## src/rtl/pipeline_pkg.sv

```systemverilog
// Shared types and encodings for the pipeline hazard controller.
package pipeline_pkg;

    typedef enum logic [0:0] {
        ST_RUN  = 1'b0,
        ST_WAIT = 1'b1
    } state_t;

    localparam logic [1:0] FWD_RF      = 2'b00;
    localparam logic [1:0] FWD_M       = 2'b10;
    localparam logic [1:0] FWD_W       = 2'b01;
    localparam logic [1:0] RESULT_LOAD = 2'b01;

    // x0 is hardwired to zero, so it never creates a dependency.
    function automatic logic reg_match(input logic [4:0] a, input logic [4:0] b);
        return (a != 5'd0) && (a == b);
    endfunction

endpackage

```

## src/rtl/pipeline_ctrl_if.sv

```systemverilog
// Data-memory request/ready handshake between the controller and the memory.
interface pipeline_ctrl_if;
    logic dmem_valid;
    logic dmem_ready;

    modport master (output dmem_valid, input dmem_ready);
    modport slave  (input dmem_valid, output dmem_ready);
endinterface

```

## src/rtl/hazard_fwd_unit.sv

```systemverilog
// Per-operand forwarding select; the Memory stage wins over Writeback.
module hazard_fwd_unit
    import pipeline_pkg::*;
(
    input  logic [4:0] rs,
    input  logic [4:0] rd_m,
    input  logic       regwrite_m,
    input  logic [4:0] rd_w,
    input  logic       regwrite_w,
    output logic [1:0] fwd
);
    always_comb begin
        fwd = FWD_RF;
        if (regwrite_m && reg_match(rs, rd_m)) begin
            fwd = FWD_M;
        end else if (regwrite_w && reg_match(rs, rd_w)) begin
            fwd = FWD_W;
        end
    end
endmodule

```

## src/rtl/pipeline_ctrl.sv

```systemverilog
// Pipeline hazard controller: stall/flush/forward decisions, a data-memory wait
// FSM with timeout detection, and saturating performance counters.
module pipeline_ctrl
    import pipeline_pkg::*;
#(
    parameter int CNT_W   = 16,
    parameter int TIMEOUT = 255
) (
    input  logic             clk,
    input  logic             rst,
    input  logic [4:0]       rs1_d,
    input  logic [4:0]       rs2_d,
    input  logic [4:0]       rs1_e,
    input  logic [4:0]       rs2_e,
    input  logic [4:0]       rd_e,
    input  logic [1:0]       ResultSrc_e,
    input  logic             PCSrc_e,
    input  logic [4:0]       rd_m,
    input  logic             RegWrite_m,
    input  logic             MemAccess_m,
    input  logic [4:0]       rd_w,
    input  logic             RegWrite_w,
    pipeline_ctrl_if.master  dmem,
    output logic             pc_en,
    output logic             en_fd,
    output logic             en_de,
    output logic             en_em,
    output logic             en_mw,
    output logic             clr_fd,
    output logic             clr_de,
    output logic             clr_em,
    output logic             clr_mw,
    output logic [1:0]       ForwardA_e,
    output logic [1:0]       ForwardB_e,
    output logic [CNT_W-1:0] stall_cycles,
    output logic [CNT_W-1:0] flush_count,
    output logic             mem_err
);
    localparam int WAIT_W = $clog2(TIMEOUT + 1);

    state_t            state_reg, state_next;
    logic [WAIT_W-1:0] wait_cnt_reg;
    logic [CNT_W-1:0]  stall_cycles_reg;
    logic [CNT_W-1:0]  flush_count_reg;
    logic              mem_err_reg;
    logic              mem_stall;
    logic              load_use;
    logic              flush_applied;
    logic [4:0]        rs_e_arr [2];
    logic [1:0]        fwd_arr  [2];

    assign dmem.dmem_valid = MemAccess_m & ~rst;
    assign mem_stall       = dmem.dmem_valid & ~dmem.dmem_ready;
    assign load_use        = (ResultSrc_e == RESULT_LOAD) &&
                             (reg_match(rd_e, rs1_d) || reg_match(rd_e, rs2_d));
    // A flush raised during a memory stall is held by Execute until release.
    assign flush_applied   = PCSrc_e & ~mem_stall & ~rst;

    always_comb begin
        state_next = state_reg;
        case (state_reg)
            ST_RUN:  if (mem_stall)  state_next = ST_WAIT;
            ST_WAIT: if (!mem_stall) state_next = ST_RUN;
            default: state_next = ST_RUN;
        endcase
    end

    always_comb begin
        pc_en  = 1'b1;
        en_fd  = 1'b1;
        en_de  = 1'b1;
        en_em  = 1'b1;
        en_mw  = 1'b1;
        clr_fd = 1'b0;
        clr_de = 1'b0;
        clr_em = 1'b0;
        clr_mw = 1'b0;
        if (rst) begin
            pc_en  = 1'b0;
            clr_fd = 1'b1;
            clr_de = 1'b1;
            clr_em = 1'b1;
            clr_mw = 1'b1;
        end else if (mem_stall) begin
            // Freeze F..M; the instruction leaving M is replaced by a bubble in W.
            pc_en  = 1'b0;
            en_fd  = 1'b0;
            en_de  = 1'b0;
            en_em  = 1'b0;
            clr_mw = 1'b1;
        end else if (PCSrc_e) begin
            clr_fd = 1'b1;
            clr_de = 1'b1;
        end else if (load_use) begin
            pc_en  = 1'b0;
            en_fd  = 1'b0;
            clr_de = 1'b1;
        end
    end

    assign rs_e_arr[0] = rs1_e;
    assign rs_e_arr[1] = rs2_e;

    generate
        for (genvar gi = 0; gi < 2; gi++) begin : g_fwd
            hazard_fwd_unit u_fwd (
                .rs         (rs_e_arr[gi]),
                .rd_m       (rd_m),
                .regwrite_m (RegWrite_m),
                .rd_w       (rd_w),
                .regwrite_w (RegWrite_w),
                .fwd        (fwd_arr[gi])
            );
        end
    endgenerate

    assign ForwardA_e = rst ? FWD_RF : fwd_arr[0];
    assign ForwardB_e = rst ? FWD_RF : fwd_arr[1];

    always_ff @(posedge clk) begin
        if (rst) begin
            state_reg        <= ST_RUN;
            wait_cnt_reg     <= '0;
            stall_cycles_reg <= '0;
            flush_count_reg  <= '0;
            mem_err_reg      <= 1'b0;
        end else begin
            state_reg <= state_next;
            if (state_reg == ST_RUN) begin
                wait_cnt_reg <= '0;
            end else if (wait_cnt_reg != WAIT_W'(TIMEOUT)) begin
                wait_cnt_reg <= wait_cnt_reg + WAIT_W'(1);
            end
            if (state_reg == ST_WAIT && wait_cnt_reg == WAIT_W'(TIMEOUT - 1)) begin
                mem_err_reg <= 1'b1;
            end
            if (!pc_en && stall_cycles_reg != '1) begin
                stall_cycles_reg <= stall_cycles_reg + CNT_W'(1);
            end
            if (flush_applied && flush_count_reg != '1) begin
                flush_count_reg <= flush_count_reg + CNT_W'(1);
            end
        end
    end

    assign stall_cycles = stall_cycles_reg;
    assign flush_count  = flush_count_reg;
    assign mem_err      = mem_err_reg;

endmodule

```

## src/flat_wrapper.sv

```systemverilog
// flat-port wrapper written by rule: the top's interface ports become plain ports
module pipeline_ctrl_flat import pipeline_pkg::*;
#(
    parameter int CNT_W   = 16,
    parameter int TIMEOUT = 255
)
  (clk, rst, rs1_d, rs2_d, rs1_e, rs2_e, rd_e, ResultSrc_e, PCSrc_e, rd_m, RegWrite_m, MemAccess_m, rd_w, RegWrite_w, pc_en, en_fd, en_de, en_em, en_mw, clr_fd, clr_de, clr_em, clr_mw, ForwardA_e, ForwardB_e, stall_cycles, flush_count, mem_err, dmem_dmem_valid, dmem_dmem_ready);
  pipeline_ctrl_if dmem_i ();
  input  logic clk;
  input  logic rst;
  input  logic [4:0] rs1_d;
  input  logic [4:0] rs2_d;
  input  logic [4:0] rs1_e;
  input  logic [4:0] rs2_e;
  input  logic [4:0] rd_e;
  input  logic [1:0] ResultSrc_e;
  input  logic PCSrc_e;
  input  logic [4:0] rd_m;
  input  logic RegWrite_m;
  input  logic MemAccess_m;
  input  logic [4:0] rd_w;
  input  logic RegWrite_w;
  output logic pc_en;
  output logic en_fd;
  output logic en_de;
  output logic en_em;
  output logic en_mw;
  output logic clr_fd;
  output logic clr_de;
  output logic clr_em;
  output logic clr_mw;
  output logic [1:0] ForwardA_e;
  output logic [1:0] ForwardB_e;
  output logic [CNT_W-1:0] stall_cycles;
  output logic [CNT_W-1:0] flush_count;
  output logic mem_err;
  output wire logic [$bits(dmem_i.dmem_valid)-1:0] dmem_dmem_valid;
  input wire logic [$bits(dmem_i.dmem_ready)-1:0] dmem_dmem_ready;
  assign dmem_dmem_valid = dmem_i.dmem_valid;
  assign dmem_i.dmem_ready = dmem_dmem_ready;
  pipeline_ctrl #(.CNT_W(CNT_W), .TIMEOUT(TIMEOUT)) u_core (.clk(clk), .rst(rst), .rs1_d(rs1_d), .rs2_d(rs2_d), .rs1_e(rs1_e), .rs2_e(rs2_e), .rd_e(rd_e), .ResultSrc_e(ResultSrc_e), .PCSrc_e(PCSrc_e), .rd_m(rd_m), .RegWrite_m(RegWrite_m), .MemAccess_m(MemAccess_m), .rd_w(rd_w), .RegWrite_w(RegWrite_w), .dmem(dmem_i), .pc_en(pc_en), .en_fd(en_fd), .en_de(en_de), .en_em(en_em), .en_mw(en_mw), .clr_fd(clr_fd), .clr_de(clr_de), .clr_em(clr_em), .clr_mw(clr_mw), .ForwardA_e(ForwardA_e), .ForwardB_e(ForwardB_e), .stall_cycles(stall_cycles), .flush_count(flush_count), .mem_err(mem_err));
endmodule
```

## config.mk

```make
export PLATFORM = sky130hd
export DESIGN_NAME = pipeline_ctrl_flat
export DESIGN_NICKNAME = d
export VERILOG_FILES = /design/src/rtl/pipeline_pkg.sv /design/src/rtl/pipeline_ctrl_if.sv /design/src/rtl/hazard_fwd_unit.sv /design/src/rtl/pipeline_ctrl.sv /design/src/flat_wrapper.sv
export SDC_FILE = /design/constraint.sdc
export NUM_CORES = 1
export LEC_CHECK = 0
export BUFFER_PORTS_ARGS = -buffer_cell sky130_fd_sc_hd__buf_2
export CAP_MARGIN = 40
export CORE_MARGIN = 2
export CORE_UTILIZATION = 46
export CTS_BUF_LIST = sky130_fd_sc_hd__clkbuf_8
export CTS_CLUSTER_SIZE = 10
export DETAILED_ROUTE_END_ITERATION = 12
export GPL_ROUTABILITY_DRIVEN = 0
export HOLD_SLACK_MARGIN = 0.15
export PLACE_DENSITY_LB_ADDON = 0.3
export SLEW_MARGIN = 20
export SYNTH_ARGS = -nofsm -noshare
export SYNTH_HDL_FRONTEND = slang
export SYNTH_SLANG_ARGS = --single-unit
```

## constraint.sdc

```tcl
create_clock -name clk -period 1.95 [get_ports clk]
set_input_delay 0.195 -clock clk [delete_from_list [all_inputs] [get_ports clk]]
set_output_delay 0.195 -clock clk [all_outputs]
set_load 0.005 [all_outputs]
```

Word level (Yosys, flattened, before mapping) --
Index checks and enable logic that the tools add are counted.
Word-level totals: register bits 42, input port bits 44, output and inout bits 47, word-level logic and storage cells 70
Cells by class: add/subtract/negate cells 3, eq/ne operators 11, multiplexer cells 23, bitwise operators 8, reduce and logical (&&, ||, !) cells 20
Operator list (number):
- $add A16 B1 Y16 const B | 2
- $ne A16 B16 Y1 const B | 2
- $eq A5 B5 Y1 | 6
- $mux W1 | 19
- $reduce_bool A5 Y1 | 3
- $logic_and A1 B1 Y1 | 14
- $add A8 B1 Y8 const B | 1
- $eq A8 B8 Y1 const B | 1
- $mux W2 | 4
- $ne A8 B8 Y1 const B | 1
- $and A1 B1 Y1 | 4
- $not A1 Y1 | 4
- $eq A2 B1 Y1 const B | 1
- $reduce_or A2 Y1 | 1
- $logic_not A1 Y1 | 1
- $logic_or A1 B1 Y1 | 1

Depth between registers and ports, before layout --
Gate-level depths: netlist (run 1).
depth in word-level cells 10, mapped depth 7, depth with buffers taken out 6

Hierarchy --
Synthesis (run 1) repeated with hierarchy kept, for this count alone.
Unflattened totals: cells, all modules 303, area total of the unflattened synthesis 2514.9 µm²
Modules (own cells, without submodules):
- pipeline_ctrl | instances 1, cells each 267, area each 2237.1 µm², seq. area each 840.8 µm²
- hazard_fwd_unit | instances 2, cells each 18, area each 138.9 µm², seq. area each 0.0 µm²

Worst setup path after synthesis (run 1) --
OpenSTA, ideal clock, no wires.
kind flip-flop to flip-flop, start register u_core.stall_cycles_reg[2] (netlist: u_core.stall_cycles[2]), end register u_core.stall_cycles_reg[6] (netlist: u_core.stall_cycles[6]), library setup time 0.121 ns, arrival 1.734 ns, required time 1.829 ns, path slack 0.095 ns, cell stages (with the launch flop) 8, path buffers 1, period minus slack after synthesis 1.855 ns, path through dfxtp_1 -> and4_4 -> nand4_2 -> or3_1 -> buf_6 -> nand2_2 -> nor3b_2 -> mux2_4
On the way: cells in the longest elaborated chain, start to end 2, elaborated cells on any way between the ends 3, those cells by class 1 x add/sub; 1 x eq/ne; 1 x reduce/logical
RTL lines:
- start, declared | line pipeline_ctrl.sv:43 | logic [CNT_W-1:0] stall_cycles_reg;
- start signal, assigned | line pipeline_ctrl.sv:138 | stall_cycles_reg <= stall_cycles_reg + CNT_W'(1);
- branches (longest 2 deep; another with $add A16 B1 Y16)
Parallel ways; which one is timed is not known. A chain may end at the register's enable or synchronous reset.

Worst setup path after layout (run 1) --
start input port rd_e[0], end output port en_fd
On the way: cells in the longest elaborated chain, start to end 8, elaborated cells on any way between the ends 11, those cells by class 2 x eq/ne; 4 x mux; 5 x reduce/logical
RTL lines:
- start, declared | line flat_wrapper.sv:15 | input logic [4:0] rd_e;
- $eq A5 B5 Y1 / $reduce_bool A5 Y1 (equally long branches) | line pipeline_pkg.sv:16 | return (a != 5'd0) && (a == b);
- $logic_and A1 B1 Y1 | line pipeline_pkg.sv:16
- $logic_or A1 B1 Y1 * | line pipeline_ctrl.sv:55 | (reg_match(rd_e, rs1_d) || reg_match(rd_e, rs2_d));
- $logic_and A1 B1 Y1 * | line pipeline_ctrl.sv:54 | assign load_use = (ResultSrc_e == RESULT_LOAD) &&
- $mux W1 * | line pipeline_ctrl.sv:94 | end else if (load_use) begin
- $mux W1 * | line pipeline_ctrl.sv:91 | end else if (PCSrc_e) begin
- $mux W1 * | line pipeline_ctrl.sv:84 | end else if (mem_stall) begin
- $mux W1 * | line pipeline_ctrl.sv:78 | if (rst) begin
- end, declared | line flat_wrapper.sv:24 | output logic en_fd;
Mark *: on every way between the ends. The rest lies on a longest branch, timed or not.

==> results of run 1 <==
-- cell usage after synthesis, types with 2 or more instances --
cell type	count
buf_2	2
and4_1	4
and2_1	6
nand2_1	21
nand4_1	15
o2111ai_1	2
nor2_1	25
dfxtp_1	42
nor2b_1	4
or3_1	11
nand3_1	15
o31ai_1	4
nor3_1	6
buf_4	4
clkbuf_1	5
inv_1	7
a21oi_1	18
buf_6	3
and3_1	6
o31a_1	2
xnor2_1	33
o311a_1	2
ha_1	4
or4_1	7
o21ai_0	12
xor2_1	13
nor4_1	6
-- path summary, 6_finish.rpt --
kind / from / to / slack (ps)
max: rd_e[0] / en_fd / 60
min: rst / u_core.flush_count[0] / 260
max reg2reg: u_core.stall_cycles[5] / u_core.stall_cycles[14] / 140
min reg2reg: u_core.flush_count[1] / u_core.flush_count[1] / 490
-- power groups by stage --
stage,Sequential (mW),Clock [mW],Combinational [mW]
after floorplan,0.889,0,0.124
final,0.869,0.665,0.225
after global placement,0.889,0,0.221
after CTS,0.869,0.677,0.227
after detailed placement,0.889,0,0.226
after global routing,0.870,0.712,0.249
-- area by class of cell --
| type | count | area (um^2) | area share [%] |
|---|---|---|---|
| Multi-Input combinational cell | 239 | 1565 | 48.28 |
| Sequential cell | 42 | 840.8 | 25.94 |
| Inverter | 7 | 26.28 | 0.8105 |
| Clock buffer | 5 | 68.82 | 2.123 |
| Tap cell | 70 | 87.58 | 2.702 |
| Timing Repair Buffer | 110 | 615.6 | 18.99 |
| Clock inverter | 3 | 37.54 | 1.158 |
-- what timing repair did --
action	4_1_cts	5_1_grt
setup endpoints to repair	0	1
gates resized for setup	0	1
setup buffers	0	0
-- logic make-up after synthesis --
logic type / share of synthesized area [%]
other: 0.1488
multiplexers: 0.9929
AO/OA/AOI/OAI: 12.61
AND/OR/NAND/NOR: 30.19
adder cells (fa/ha/maj): 1.986
flip-flops: 33.37
buffers and inverters: 4.717
XOR/XNOR: 15.99
-- stage by stage --
stage	instance area [um^2]	power, mW	setup TNS, ps	hold slack, ps	std cells
floorplan	2520	1.014	0	366.5	302
global placement	3131	1.109	0	456.6	468
detailed placement	3131	1.115	-8.061	481.4	468
CTS	3237	1.773	0	257.4	476
global route	3242	1.831	0	291.0	476
finish	3242	1.760	0	263.7	476
-- tightest hold or removal path: cells and delay by family --
kind          cells  cell delay [ps]
simple gates      1               60
buf+inv           2              260
-- per-layer routing --
layer | GRT usage [%] | part of all wire (%) | vias up
li1 | - | - | 1283
met1 | 24.05 | 45 | 1183
met2 | 36.29 | 48 | 72
met3 | 4.598 | 5.7 | 5
met4 | 4.386 | 0.90 | 0
met5 | 0 | 0 | -
==> impl_metrics.toml, run 1 <==
[routing]
dr.pass1.iters = 4
drtIter0Drc = 96
avgViaCountPerCell = 5.342
num_vias = 2543
drcViolationCount = 0
wire_per_inst_um = 12.67
routed_wl_mm = 6.030
drtAntennaViolNets = 0

[timing]
setup_viol = 0
max_freq_mhz = 528.6
finClkSkew_ps = 5.919
post-route-min-period_ps = 1892
hold_violations = 0
timing.final.crit_share_pct = 97.01
slew_violations = 0
fin_ws_ps = 58.28
rsz0062_at_grt = "no"

[min_path]
holdPathStages = 3
min_path_type = "in -> reg"

[clock_tree]
hold_buffers = 0
cts_buffer_depth = 2
cts_num_sinks = 42
cts-root-buf = "clkbuf_8"
htreeDepth = 2
cts.clk_slew.worst_paths_ps = 80
cts_tree = "done"
numCtsBuffers = 5
clk_latency_ps = 290

[synthesis]
synth_flop_cell = "dfxtp_1"
synth.area.top_cells = "dfxtp_1, xnor2_1, xor2_1"
synth_top_cell_by_area = "dfxtp_1"
synth_top_cell_area_share_pct = 33.37
yosysSeqAreaShare_pct = 33.37
syn-cell-area_mm2 = 0.002520
synth-async-reset-ratio_pct = 0
synth-edff-count = 0
yosysUniqueCellTypes = 50
yosysWarnings = 0
postSynthCellCount = 302
ys_seq_elements = 42
avgSynthCellArea_um2 = 8.344
syn-num-nets = 350

[worst_setup_path]
path_max_fanout = 31
crit_slowest_cell = "or4_1"
crit_type = "in -> out"
cp_slowest_stage_delay_ps = 520
required_ps = 1750
worst-path-buf-inv = 3
cp.depth = 8
cpMostUsedCell = "buf_2"
arrival_ps = 1700
cp-start-kind = "input port"
cp_top_family = "simple AND/OR/NAND/NOR gates"
path_cells = "buf_2, or4_1, o21ai_1, nor2_1, a21oi_4, buf_12, or2_2, buf_2"
crit_path_end_kind = "primary output"
rr_worst_depth = 4

[floorplan]
core_mm2 = 0.005205
core.rowCount = 26
start_util_pct = 48.41
dieWidth_um = 78.02
io_pins = 91
die_h_um = 78.02
die_area_mm2 = 0.006086

[power]
p_per_area_mw_per_mm2 = 542.9
p_leak_nw = 1.370
ir_worst_vdd_mv = 0.2937
intPower_mw = 1.347
p_seq_share_pct = 49.4
p_switching_mw = 0.4127
pwr-share-clk_pct = 37.8
netSwitchingFraction_pct = 23.45
power_frac_comb_pct = 12.8

[final_layout]
final_cell_mix = "buf_2, dfxtp_1, xnor2_1, nor2_1, nand2_1"
utilization_pct = 62.28
area_growth_pct = 28.65
final_common_cell = "buf_2"
fill_cells = 478
drive_gt1_share_pct = 31.53
nets = 453
n_antenna_cell = 0

[global_route]
grt-ovfl-total = 0
grt_max_degree = 32
grt_pass1_wl_mm = 10.14
grt_pass1_vias = 2358
antenna_found_initial = 0
grt_usage_pct = 20.00

[placed_design]
io_buffers = 89
place_worst_setup_slack_ps = -8.061
place_hpwl_mm = 4.725

[job]
drv_cap = 0

[run_status]
status = "finished, final reports clean"
No activity file was read; power rests on OpenSTA's default activity.
==> run 2, diff against run 1 <==
- HOLD_SLACK_MARGIN: 0.15 -> unset
- SYNTH_HIERARCHICAL: unset -> 1
==> run 2 against run 1 <==
Register-to-register slack lost 60 ps. Design area is 1.4% higher. Largest power group unchanged. Highest routed layer unchanged. Setup slack improved by 12 ps. Sequential power hardly changed. Flip-flop and latch count unchanged. Via count increased by 2.1%. Critical endpoint unchanged.
==> impl_metrics.toml, run 2 <==
[run_status]
status = "finished, final reports clean"

[routing]
wire_per_inst_um = 12.91
avgViaCountPerCell = 5.431
drtAntennaViolNets = 0
drtIter0Drc = 98
num_vias = 2596
routed_wl_mm = 6.170
dr.pass1.iters = 4
drcViolationCount = 0

[synthesis]
synth.most_common_cell = "dfxtp_1"
syn-num-nets = 351
yosysWarnings = 6
synth-edff-count = 0
avgSynthCellArea_um2 = 8.300
postSynthCellCount = 303
yosysSeqAreaShare_pct = 33.43
ys_seq_elements = 42
synth_top_cell_by_area = "dfxtp_1"
synth.area.top_cells = "dfxtp_1, xnor2_1, xor2_1"
synth_flop_cell = "dfxtp_1"
synth_top_cell_area_share_pct = 33.43
synth_commonest_cells = "dfxtp_1, xnor2_1, a21oi_1"
synth-async-reset-ratio_pct = 0
syn-cell-area_mm2 = 0.002515
yosysUniqueCellTypes = 50

[worst_setup_path]
crit_slowest_cell = "or4_4"
crit_path_end_kind = "primary output"
path_cells = "buf_2, or4_4, o211ai_2, inv_1, a21oi_2, buf_4, or2_1, buf_2"
cpMostUsedCell = "buf_2"
cp_top_family = "simple AND/OR/NAND/NOR gates"
cp-start-kind = "input port"
crit_type = "in -> out"
path_max_fanout = 13
required_ps = 1750
arrival_ps = 1680
cp_slowest_stage_delay_ps = 550
worst-path-buf-inv = 4

[floorplan]
core.rowCount = 26
core_mm2 = 0.005205
io_pins = 91
die_h_um = 77.94
die_area_mm2 = 0.006075
start_util_pct = 48.32
dieWidth_um = 77.94

[final_layout]
nets = 456
n_antenna_cell = 0
area_growth_pct = 30.65
final_common_cell = "buf_2"
drive_gt1_share_pct = 33.33
final_area_mm2 = 0.003286
stdcell_count = 478
final_cell_mix = "buf_2, dfxtp_1, xnor2_1, a21oi_1, nor2_1"

[power]
p_per_area_mw_per_mm2 = 549.9
p_leak_nw = 1.372
netSwitchingFraction_pct = 22.96
pwr-share-clk_pct = 38.8
power_frac_comb_pct = 13.0
ir_worst_vdd_mv = 0.3087
intPower_mw = 1.392
p_switching_mw = 0.4148
p_seq_share_pct = 48.1

[global_route]
grt_usage_pct = 20.52
grt-ovfl-total = 0
grt_max_degree = 33
grt_pass1_vias = 2399
antenna_found_initial = 0
grt_pass1_wl_mm = 10.29

[timing]
post-route-min-period_ps = 1880
hold_violations = 0
slew_violations = 0
rsz0062_at_grt = "no"
setup_viol = 0
fin_tns_setup_ps = 0
timing.final.crit_share_pct = 96.39
finClkSkew_ps = 7.659
max_freq_mhz = 532.0

[clock_tree]
cts-root-buf = "clkbuf_8"
cts_buffer_depth = 2
numCtsBuffers = 5
clk_latency_ps = 290
cts_tree = "done"
htreeDepth = 2
cts.clk_slew.worst_paths_ps = 80
cts_num_sinks = 42

[job]
drv_cap = 0

[placed_design]
place_hpwl_mm = 4.650
dpl_cell_area_mm2 = 0.003138
dpl.cell_count = 470
io_buffers = 89

[min_path]
min_path_type = "in -> reg"
-- run 2: changes by cell type after synthesis, sizes merged, moves of 3 or more --
cell,before,now
and2,6,3
buf,9,6
and3b,0,3
or3,12,17
a21oi,19,25
xnor2,33,27
nor4,6,3
nand2b,1,4
nand3,15,18
nand2,22,18
nand4,16,9
o21ai,13,18
-- run 2: kinds of logic (layout without fill, tap and decap cells) --
logic type	count (synthesis)	in the layout	share of synthesized area, %
simple gates	131	131	29.15
compound gates	62	62	16.17
xor+xnor	42	42	14.63
flops	42	42	33.43
buf+inv	20	125	4.079
fa+ha+maj	4	4	1.990
other cells	1	1	0.1491
mux	1	1	0.3980
-- run 2: timing repair --
item / in CTS / in global routing
setup endpoints to repair: 0 / 8
hold buffers: 0 / 0
buffers inserted: 0 / 1
resized for setup: 0 / 8
endpoints found under the hold margin: 0 / 0
-- run 2: worst paths after layout --
kind / from / cells past startpoint / slack [ps] / to
worst max-delay path: rd_e[1] / 8 / 70 / en_fd
worst min-delay path: rst / 3 / 320 / u_core/flush_count[7]
worst max register to register: u_core/stall_cycles[13] / 7 / 80 / u_core/stall_cycles[6]
worst min register to register: u_core/mem_err / 2 / 490 / u_core/mem_err
-- run 2: area by class of cell --
type | count | area, um^2
sequential | 42 | 843.3
clock buffer | 6 | 82.58
clock inverter | 1 | 30.03
multi-input combinational | 241 | 1597
inverter | 8 | 30.03
fill | 468 | 1919
tap | 70 | 87.58
timing repair buffer | 110 | 615.6
-- run 2: power by group through the flow --
| stage | clock (mW) | sequential (mW) | combinational [mW] |
|---|---|---|---|
| floorplan | 0 | 0.890 | 0.128 |
| global placement | 0 | 0.889 | 0.230 |
| detailed placement | 0 | 0.889 | 0.236 |
| CTS | 0.713 | 0.869 | 0.237 |
| global route | 0.747 | 0.871 | 0.259 |
| finish | 0.701 | 0.870 | 0.236 |
-- run 2: tightest hold or removal path: stages --
cell	delay, ps
buf_2	130
buf_4	190
a21oi_1	50
-- run 2: stage by stage --
stage               utilization (%)  hold slack (ps)  setup WS [ps]  total power [mW]
finish                        63.13            315.8          70.36             1.807
global route                  63.13            330.2          8.548             1.877
CTS                           62.45            303.1          31.24             1.819
detailed placement            60.29            467.7          58.03             1.126
global placement              60.29            472.9          92.78             1.119
floorplan                         -            445.8          44.60             1.018
-- run 2: routing by layer --
metal / share of wire, % / routed length [um] / GRT usage, % / up-vias
met1: 43 / 2680 / 23.92 / 1202
met5: 0 / 0 / 0 / -
met3: 6.8 / 419 / 5.233 / 9
li1: - / - / - / 1296
met2: 48 / 2978 / 36.47 / 89
met4: 1.5 / 91 / 6.842 / 0
